===== config.mk =====
export PLATFORM = sky130hd
export DESIGN_NAME = cmp_seq_ctrl_flat
export DESIGN_NICKNAME = d
export VERILOG_FILES = /design/src/rtl/cmp_seq_ctrl_if.sv /design/src/rtl/cmp_seq_ctrl.sv /design/src/flat_wrapper.sv
export SDC_FILE = /design/constraint.sdc
export NUM_CORES = 1
export LEC_CHECK = 0
export ABC_AREA = 0
export ABC_CLOCK_PERIOD_IN_PS = 5500
export CAP_MARGIN = 20
export CORE_MARGIN = 2
export CORE_UTILIZATION = 29
export CTS_CLUSTER_SIZE = 12
export DETAILED_ROUTE_END_ITERATION = 7
export RECOVER_POWER = 100
export SYNTH_ARGS = -nofsm -noshare
export SYNTH_HDL_FRONTEND = slang
export SYNTH_SLANG_ARGS = --single-unit

===== constraint.sdc =====
create_clock -name clk -period 5.5 [get_ports clk]
set_clock_uncertainty 0.1 [all_clocks]
set_input_delay 1.1 -clock clk [delete_from_list [all_inputs] [get_ports clk]]
set_output_delay 1.1 -clock clk [all_outputs]
set_load 0.02 [all_outputs]

===== src/rtl/cmp_seq_ctrl_if.sv =====
// Handshake/result bundle between the push-button compare sequencer and its
// surroundings: raw button and operands in, registered result flags out.
interface cmp_seq_ctrl_if #(
    parameter int WIDTH = 9
);
    logic             PB;
    logic [WIDTH-1:0] a;
    logic [WIDTH-1:0] b;
    logic             oeq;
    logic             ogt;
    logic             olt;
    logic [3:0]       idx;
    logic             busy;
    logic             done;

    modport master (
        output PB, a, b,
        input  oeq, ogt, olt, idx, busy, done
    );

    modport slave (
        input  PB, a, b,
        output oeq, ogt, olt, idx, busy, done
    );
endinterface


===== src/rtl/cmp_seq_ctrl.sv =====
// Debounced push-button sequencer running an MSB-first bit-serial unsigned
// magnitude compare; the result is held until the next accepted press.
module cmp_seq_ctrl #(
    parameter int WIDTH      = 9,
    parameter int DEB_CYCLES = 4
) (
    input  logic           clk,
    input  logic           rst,
    cmp_seq_ctrl_if.slave  bus
);
    localparam int CW = (DEB_CYCLES > 2) ? $clog2(DEB_CYCLES) : 1;
    localparam logic [CW-1:0] CNT_LAST = CW'(DEB_CYCLES - 1);
    localparam logic [3:0]    PTR_TOP  = 4'(WIDTH - 1);

    typedef enum logic [1:0] {IDLE, DEBOUNCE, SHIFT, DONE} state_t;

    state_t           state_reg, state_next;
    logic [CW-1:0]    cnt_reg, cnt_next;
    logic [WIDTH-1:0] sa_reg, sa_next;
    logic [WIDTH-1:0] sb_reg, sb_next;
    logic [3:0]       ptr_reg, ptr_next;
    logic             oeq_reg, oeq_next;
    logic             ogt_reg, ogt_next;
    logic             olt_reg, olt_next;
    logic [3:0]       idx_reg, idx_next;
    logic             busy_reg, busy_next;
    logic             done_reg, done_next;

    logic msb_differ;
    assign msb_differ = sa_reg[WIDTH-1] ^ sb_reg[WIDTH-1];

    always_ff @(posedge clk or posedge rst) begin
        if (rst) state_reg <= IDLE;
        else     state_reg <= state_next;
    end

    always_comb begin
        state_next = state_reg;
        case (state_reg)
            IDLE:     if (bus.PB) state_next = DEBOUNCE;
            DEBOUNCE: begin
                if (!bus.PB)                 state_next = IDLE;
                else if (cnt_reg == CNT_LAST) state_next = SHIFT;
            end
            SHIFT:    if (msb_differ || ptr_reg == 4'd0) state_next = DONE;
            DONE:     if (!bus.PB) state_next = IDLE;
            default:  state_next = IDLE;
        endcase
    end

    // Datapath and result updates; results only move at capture and completion.
    always_comb begin
        cnt_next  = cnt_reg;
        sa_next   = sa_reg;
        sb_next   = sb_reg;
        ptr_next  = ptr_reg;
        oeq_next  = oeq_reg;
        ogt_next  = ogt_reg;
        olt_next  = olt_reg;
        idx_next  = idx_reg;
        done_next = 1'b0;
        busy_next = (state_next == DEBOUNCE) || (state_next == SHIFT);
        case (state_reg)
            IDLE: if (bus.PB) cnt_next = CW'(1);
            DEBOUNCE: begin
                if (bus.PB) begin
                    if (cnt_reg == CNT_LAST) begin
                        sa_next  = bus.a;
                        sb_next  = bus.b;
                        ptr_next = PTR_TOP;
                        oeq_next = 1'b0;
                        ogt_next = 1'b0;
                        olt_next = 1'b0;
                        idx_next = 4'd0;
                    end else begin
                        cnt_next = cnt_reg + CW'(1);
                    end
                end
            end
            SHIFT: begin
                if (msb_differ) begin
                    ogt_next  = sa_reg[WIDTH-1];
                    olt_next  = sb_reg[WIDTH-1];
                    idx_next  = ptr_reg;
                    done_next = 1'b1;
                end else if (ptr_reg == 4'd0) begin
                    oeq_next  = 1'b1;
                    idx_next  = 4'hF;
                    done_next = 1'b1;
                end else begin
                    sa_next  = {sa_reg[WIDTH-2:0], 1'b0};
                    sb_next  = {sb_reg[WIDTH-2:0], 1'b0};
                    ptr_next = ptr_reg - 4'd1;
                end
            end
            default: ;
        endcase
    end

    always_ff @(posedge clk or posedge rst) begin
        if (rst) begin
            cnt_reg  <= '0;
            sa_reg   <= '0;
            sb_reg   <= '0;
            ptr_reg  <= 4'd0;
            oeq_reg  <= 1'b0;
            ogt_reg  <= 1'b0;
            olt_reg  <= 1'b0;
            idx_reg  <= 4'd0;
            busy_reg <= 1'b0;
            done_reg <= 1'b0;
        end else begin
            cnt_reg  <= cnt_next;
            sa_reg   <= sa_next;
            sb_reg   <= sb_next;
            ptr_reg  <= ptr_next;
            oeq_reg  <= oeq_next;
            ogt_reg  <= ogt_next;
            olt_reg  <= olt_next;
            idx_reg  <= idx_next;
            busy_reg <= busy_next;
            done_reg <= done_next;
        end
    end

    assign bus.oeq  = oeq_reg;
    assign bus.ogt  = ogt_reg;
    assign bus.olt  = olt_reg;
    assign bus.idx  = idx_reg;
    assign bus.busy = busy_reg;
    assign bus.done = done_reg;
endmodule


===== src/flat_wrapper.sv =====
// flat-port wrapper written by rule: the top's interface ports become plain ports
module cmp_seq_ctrl_flat 
#(
    parameter int WIDTH      = 9,
    parameter int DEB_CYCLES = 4
)
  (clk, rst, bus_PB, bus_a, bus_b, bus_oeq, bus_ogt, bus_olt, bus_idx, bus_busy, bus_done);
  cmp_seq_ctrl_if #(.WIDTH(WIDTH)) bus_i ();
  input  logic clk;
  input  logic rst;
  input wire logic [$bits(bus_i.PB)-1:0] bus_PB;
  input wire logic [$bits(bus_i.a)-1:0] bus_a;
  input wire logic [$bits(bus_i.b)-1:0] bus_b;
  output wire logic [$bits(bus_i.oeq)-1:0] bus_oeq;
  output wire logic [$bits(bus_i.ogt)-1:0] bus_ogt;
  output wire logic [$bits(bus_i.olt)-1:0] bus_olt;
  output wire logic [$bits(bus_i.idx)-1:0] bus_idx;
  output wire logic [$bits(bus_i.busy)-1:0] bus_busy;
  output wire logic [$bits(bus_i.done)-1:0] bus_done;
  assign bus_i.PB = bus_PB;
  assign bus_i.a = bus_a;
  assign bus_i.b = bus_b;
  assign bus_oeq = bus_i.oeq;
  assign bus_ogt = bus_i.ogt;
  assign bus_olt = bus_i.olt;
  assign bus_idx = bus_i.idx;
  assign bus_busy = bus_i.busy;
  assign bus_done = bus_i.done;
  cmp_seq_ctrl #(.WIDTH(WIDTH), .DEB_CYCLES(DEB_CYCLES)) u_core (.clk(clk), .rst(rst), .bus(bus_i));
endmodule

## Yosys cells after proc, flatten, opt, wreduce, memory -nomap -nowiden

Index checks and enable logic that the tools add are counted.

| cells by class | value |
|---|---|
| reductions and logical operators | 11 |
| bitwise operators | 1 |
| $mul | 0 |
| shift-type cells | 0 |
| $lt $le $gt $ge | 0 |
| divide/modulo/power cells | 0 |
| equal/unequal tests | 15 |
| $add $sub $neg | 2 |
| multiplexer cells | 42 |

Operators by type and width:

| kind | number |
|---|---|
| 9-bit 2-to-1 mux | 8 |
| 9-bit case mux with 2 select lines | 2 |
| 4-bit 2-to-1 mux | 8 |
| 2-bit 2-to-1 mux | 8 |
| 4-bit case mux with 2 select lines | 2 |
| 4-bit AND reduction | 3 |
| 2-bit != test (second input constant) | 5 |
| 5-bit AND reduction | 2 |
| 1-bit 2-to-1 mux | 9 |
| 2-bit equality test (second input constant) | 4 |
| 2-bit case mux with 4 select lines | 1 |
| 2-bit by 1-bit != test with 1-bit output (second input constant) | 3 |
| 1-bit case mux with 2 select lines | 3 |
| 2-bit by 1-bit equality test with 1-bit output (second input constant) | 2 |
| 4-bit zero test | 1 |
| 2-bit case mux with 2 select lines | 1 |
| 2-bit nonzero test | 2 |
| 4-bit by 1-bit subtractor with 4-bit output (second input constant) | 1 |
| 3-bit by 1-bit != test with 1-bit output (second input constant) | 1 |
| 2-bit by 1-bit adder with 2-bit output (second input constant) | 1 |
| 2-bit zero test | 1 |
| 1-bit logical OR | 2 |
| 1-bit XOR | 1 |

| word-level totals | value |
|---|---|
| ROM bits | 0 |
| bits in registers | 35 |
| memory bits (writable) | 0 |
| input port bits | 21 |
| bits in latches | 0 |
| memories kept | 0 |
| logic and storage cells | 82 |
| output and inout port bits | 9 |

## Depth between registers and ports, before layout

Gate-level depths: netlist (run 1).

| depth | value |
|---|---|
| word-level depth | 6 |
| gate-level depth with buffers | 8 |
| depth with buffers taken out | 6 |

## Worst setup path after synthesis (run 1)

OpenSTA, ideal clock, no wires.

| timing path | value |
|---|---|
| path type | input -> register |
| from | input port bus_PB |
| to | register u_core.sa_reg[6] |
| required time | 5.267 ns |
| stages on the path | 5 |
| setup slack | 3.292 ns |
| data arrival time | 1.976 ns |
| setup time | 0.133 ns |
| buffers on the path | 1 |
| path through | nand4b_1 -> o21a_1 -> clkbuf_2 -> o21ai_0 -> o21ai_0 |

| between the ends | value |
|---|---|
| longest elaborated chain between the ends | 2 |

Ends and longest elaborated chain:

| item | line | text |
|---|---|---|
| start: declaration | flat_wrapper.sv:11 | `input wire logic [$bits(bus_i.PB)-1:0] bus_PB;` |
| 2-bit != test (no source line) | -- |  |
| 5-bit AND reduction (no source line) | -- |  |
| end signal: assignment | cmp_seq_ctrl.sv:114 | `sa_reg <= sa_next;` |
| end: declaration | cmp_seq_ctrl.sv:19 | `logic [WIDTH-1:0] sa_reg, sa_next;` |

Every way passes these cells.
A chain may end at the register's enable or synchronous reset.

## Final worst setup path (run 1)

| timing path | value |
|---|---|
| from | input port bus_PB |
| to | register u_core.sa_reg[5] |

Same word-level chain as after synthesis.

==> results of run 1 <==
-- metal layers --
layer  track usage [%]  share of wire (%)
met1              16.7                 51
met2              18.0                 44
met3              4.07                3.8
met4              3.05               0.66
met5                 0                  0
-- per-stage QoR --
stage / instance area [µm²] / instances / utilization [%]
floorplan: 1670 / 161 / -
global placement: 2000 / 255 / 36.1
detailed placement: 2000 / 255 / 36.1
CTS: 2070 / 261 / 37.4
global route: 2060 / 261 / 37.2
finish: 2060 / 261 / 37.2
-- synthesized netlist by cell type --
cell,count
dfrtp_1,35
o21ai_0,34
mux2i_1,16
a21oi_1,13
nor2_1,12
nand2_1,9
inv_1,4
nand2b_1,4
buf_2,3
buf_6,3
nor2b_1,3
a22o_1,2
a31oi_1,2
a32o_1,2
clkbuf_1,2
ha_1,2
nor3_1,2
and2_1,1
clkbuf_2,1
mux2_2,1
nand2b_4,1
nand4b_1,1
o21a_1,1
o21ai_1,1
o21ai_4,1
o22ai_1,1
o2bb2ai_2,1
o31ai_1,1
or3_1,1
xor2_1,1
-- critical path: stages --
cell	delay, ns
dlygate4sd3_1	0.59
nand2b_1	0.17
nor2_1	0.14
o21ai_0	1.43
o21ai_0	0.30
-- cell type report --
type,instances,area (µm²)
flip-flops and latches,35,876
multi-input cells,113,704
inverters,4,15.0
repair buffers,31,302
clock buffers,6,72.6
fillers,587,3480
well taps,72,90.1
-- path summary, 6_finish.rpt --
path | to | cells past startpoint | slack, ns | startpoint
setup / recovery | u_core.sa_reg[5] | 5 | 1.75 | bus_PB
hold / removal | u_core.bus.oeq | 2 | 0.39 | u_core.bus.oeq
setup reg to reg | u_core.sa_reg[5] | 4 | 2.52 | u_core.state_reg[0]
hold reg to reg | u_core.bus.oeq | 2 | 0.39 | u_core.bus.oeq
max in group asynchronous | u_core.bus.busy | 3 | 2.36 | rst
min in group asynchronous | u_core.bus.idx[2] | 3 | 1.83 | rst
-- cells by family (layout without fill, tap and decap cells) --
logic type	after synthesis	count (layout)	synth area share, %
compound gates	59	59	20.6
xor+xnor	1	1	0.525
fa+ha+maj	2	2	1.50
buf+inv	13	41	4.58
flops	35	35	52.5
mux	17	17	10.3
simple gates	34	34	10.1
-- power breakdown --
part,leakage [nW],total (mW),internal [mW],switching [mW]
clock,0.0371,0.172,0.0844,0.0876
sequential,0.432,0.452,0.374,0.0778
combinational,0.446,0.428,0.195,0.233
total,0.915,1.05,0.653,0.398
==> out/metrics.cfg, run 1 <==
[min_path]
hp-class = reg -> reg

[sta]
rsz0062_at_grt = false
hold_violations = 0
fmax_mhz = 266
finalCriticalPeriod_ns = 3.75
worst_pin_slew_ns = 1.91
whs_ns = 0.389
setup_viol = 0
fin_ws_ns = 1.75
timing.final.crit_share_pct = 68.3
max-slew-margin-rel_pct = -27.2
drv_slew = 56
fin_setup_tns_ns = 0

[route]
wire_per_inst_um = 13.4
wirelength_um = 3490
drc_errors = 0
vias_per_cell = 4.79
ant_nets = 0
vias = 1250
dr.pass1.iters = 4
drt_iter0_markers = 68

[power_and_ir_drop]
p_leak_nw = 0.915
power.density_nw_per_um2 = 511
report.power.total_mw = 1.05
ir_worst_vdd_uv = 139

[global_routing]
track_usage_pct = 12.0
grt_pass1_vias = 1215
grt_pass1_wl_um = 5930
antenna_found_initial = 0
overflow = 0
grt_start_max_net_pins = 36

[place]
routabilityCongestion = 0.732
dp_slack_ns = 2.46
dp_hpwl_um = 2340
portBuffers = 29

[critical_path]
path_max_fanout = 19
crit_required_ns = 5.48
worstSetupPathType = in -> reg
cp.arrival_ns = 3.74
cp-end-kind = register
startpoint_type = input pin

[logic_synthesis]
synth_top_area_share_pct = 52.5
syn_area_um2 = 1670
yosysTopAreaCell = dfrtp_1
ys_types = 30
yosysWarningCount = 0
seq_area_frac_synth_pct = 52.5
yosys_register_bits = 35
syn_area_per_cell_um2 = 10.4
synthesis.nets = 184
synth_cells = 161
synth.top_cells.by_area = dfrtp_1 (53%), o21ai_0 (10%), mux2i_1 (9.6%)

[layout]
fin_nets = 213
layout-drive-gt1-share_pct = 4.76
antenna_cells = 0
final_common_cell = o21ai_0
layout_common_cells = o21ai_0 (36), dfrtp_1 (35), clkdlybuf4s50_1 (18), mux2i_1 (16), a21oi_1 (13)
area_delta_synth_final_pct = 23.5

[run_status]
violations = capacitance limit, slew limit
status = finished, violations left

[cts]
cts.sink_count = 35
cts_htree_levels = 2
cts_root_buf = clkbuf_8
clockBufferDepth = 2
post_cts_resized = 0
cts_buffers = 5
post_cts_buffers = 0
cts.reportedPaths.clkPinSlew_ns = 0.07
hold_buffers = 0
cts_tree = done
insertion_delay_ns = 0.28

[floorplan]
start_util_pct = 30.1
die_y_um = 79.8
ios = 30
dieArea_um2 = 6370
die_width_um = 79.8
row_count = 27
core-area_um2 = 5540

[job]
max_cap_violations = 2

Power figures use the tool's default switching activity.
==> run 2: changes to the inputs <==
ABC_CLOCK_PERIOD_IN_PS = 3500   (was 5500)
clock period = 3.5 ns   (was 5.5 ns; I/O delays follow)
==> out/metrics.cfg, run 2 (same netlist as run 1, synthesis figures left out) <==
[critical_path]
r2r_cells = 5  ; was 4
cp-startpoint = bus_PB  ; unchanged
r2r-start = u_core.state_reg[0]  ; unchanged
cp.arrival_ns = 2.60  ; was 3.74 ns
cp-end-kind = register  ; unchanged
crit_required_ns = 3.60  ; was 5.48 ns
reg2reg_slack_ns = 1.01  ; was 2.52 ns
worstSetupPathType = in -> reg  ; unchanged
startpoint_type = input pin  ; unchanged
timing.rr.end = u_core.sb_reg[2]  ; was u_core.sa_reg[5]
path_max_fanout = 17  ; was 19

[sta]
max-slew-margin-rel_pct = 44.0  ; was -27.2%
worst_pin_slew_ns = 0.839  ; was 1.91 ns
fin_setup_tns_ns = 0  ; unchanged
fin_ws_ns = 0.996  ; was 1.75 ns
setup_viol = 0  ; unchanged
timing.final.crit_share_pct = 71.5
drv_slew = 0  ; was 56
fmax_mhz = 399
hold_violations = 0  ; unchanged
finalCriticalPeriod_ns = 2.50
whs_ns = 0.384  ; was 0.389 ns
rsz0062_at_grt = false  ; unchanged

[floorplan]
die_y_um = 79.8  ; unchanged
dieArea_um2 = 6370  ; unchanged
ios = 30  ; unchanged
row_count = 27  ; unchanged
die_width_um = 79.8  ; unchanged
core-area_um2 = 5540  ; unchanged
start_util_pct = 30.1  ; unchanged

[place]
portBuffers = 29  ; unchanged
placedCellCount = 256  ; was 255
dp_slack_ns = 1.10  ; was 2.46 ns
routabilityCongestion = 0.697  ; was 0.732
dp_hpwl_um = 2380  ; was 2340 µm
post_dp_cell_area_um2 = 2010  ; was 2000 µm²

[layout]
finalNonFillerCells = 262  ; was 261
fin_nets = 214  ; was 213
fin_util_pct = 37.3  ; was 37.2%
final_cell_area_um2 = 2070  ; was 2060 µm²
area_delta_synth_final_pct = 23.9  ; was 23.5%
layout_common_cells = o21ai_0 (35), dfrtp_1 (35), clkdlybuf4s50_1 (18), mux2i_1 (16), a21oi_1 (13)  ; was o21ai_0 (36), dfrtp_1 (35), clkdlybuf4s50_1 (18), mux2i_1 (16), a21oi_1 (13)
antenna_cells = 0  ; unchanged
layout-drive-gt1-share_pct = 4.74  ; was 4.76%

[cts]
post_cts_resized = 0  ; unchanged
cts_htree_levels = 2  ; unchanged
cts.reportedPaths.clkPinSlew_ns = 0.06  ; was 0.07 ns
insertion_delay_ns = 0.28  ; about the same
cts.sink_count = 35  ; unchanged
hold_buffers = 0  ; unchanged
cts_buffers = 5  ; unchanged
cts_root_buf = clkbuf_8  ; unchanged
post_cts_buffers = 0  ; unchanged
clockBufferDepth = 2  ; unchanged
cts_tree = done  ; unchanged

[power_and_ir_drop]
p_leak_nw = 0.913  ; was 0.915 nW
report.power.total_mw = 1.65  ; was 1.05 mW
power.density_nw_per_um2 = 800  ; was 511 nW/µm²
ir_worst_vdd_uv = 221  ; was 139 µV

[min_path]
hold_path_end = u_core.bus.oeq  ; unchanged
min_from = u_core.bus.oeq  ; unchanged
worstHoldPathCells = 2  ; unchanged
hp-class = reg -> reg  ; unchanged

[route]
vias = 1250  ; unchanged
drt_iter0_markers = 62  ; was 68
wirelength_um = 3540  ; was 3490 µm
vias_per_cell = 4.77  ; was 4.79
wire_per_inst_um = 13.5  ; was 13.4 µm
ant_nets = 0  ; unchanged
dr.pass1.iters = 4  ; unchanged
drc_errors = 0  ; unchanged

[global_routing]
antenna_found_initial = 0  ; unchanged
grt_start_max_net_pins = 36  ; unchanged
grt_pass1_vias = 1239  ; was 1215
grt_pass1_wl_um = 6000  ; was 5930 µm
track_usage_pct = 12.4  ; was 12.0%
overflow = 0  ; unchanged

[run_status]
status = finished clean  ; was finished, violations left

[job]
max_cap_violations = 0  ; was 2

## run 2: changes by cell type in the layout (fill, tap and decap cells not counted)
| cell | previous run | this run |
|---|---|---|
| and2_0 | 0 | 1 |
| and2_1 | 1 | 0 |
| clkbuf_1 | 2 | 3 |
| nand2b_1 | 4 | 5 |
| nand2b_4 | 1 | 0 |
| o21ai_0 | 36 | 35 |
| o21ai_4 | 0 | 1 |
## run 2: report_power, final
group          switching, mW  total, mW  internal (mW)
Combinational          0.373      0.678          0.305
Clock                  0.135      0.267          0.133
Sequential             0.120      0.708          0.588
## run 2: cell type report
class	count	area (µm²)
clock buffer	6	72.6
sequential	35	876
tap	72	90.1
inverter	4	15.0
multi-input combinational	113	708
fill	569	3470
timing repair buffer	32	305
## run 2: how the worst max path moves through the flow
stage	to	slack, ns	cells past startpoint
floorplan	u_core.sa_reg[6]	1.69	5
global placement	u_core.sb_reg[3]	1.08	6
detailed placement	u_core.sa_reg[0]	1.10	5
CTS	u_core.sb_reg[2]	1.39	6
global route	u_core.sb_reg[2]	0.81	6
finish	u_core.sb_reg[2]	1.0	6
## run 2: per-layer routing
layer / track usage, % / part of all wire [%] / vias up
met4: 7.12 / 2.4 / 0
met1: 16.0 / 48 / 594
met3: 3.62 / 4.8 / 8
met5: 0 / 0 / -
li1: - / - / 623
met2: 18.3 / 45 / 25
## run 2: critical path, stage by stage
cell and delay, ns:
dlygate4sd3_1 0.59, nand4b_1 0.11, clkbuf_1 0.39, o21a_1 0.52, o21ai_0 0.17, o21ai_0 0.11
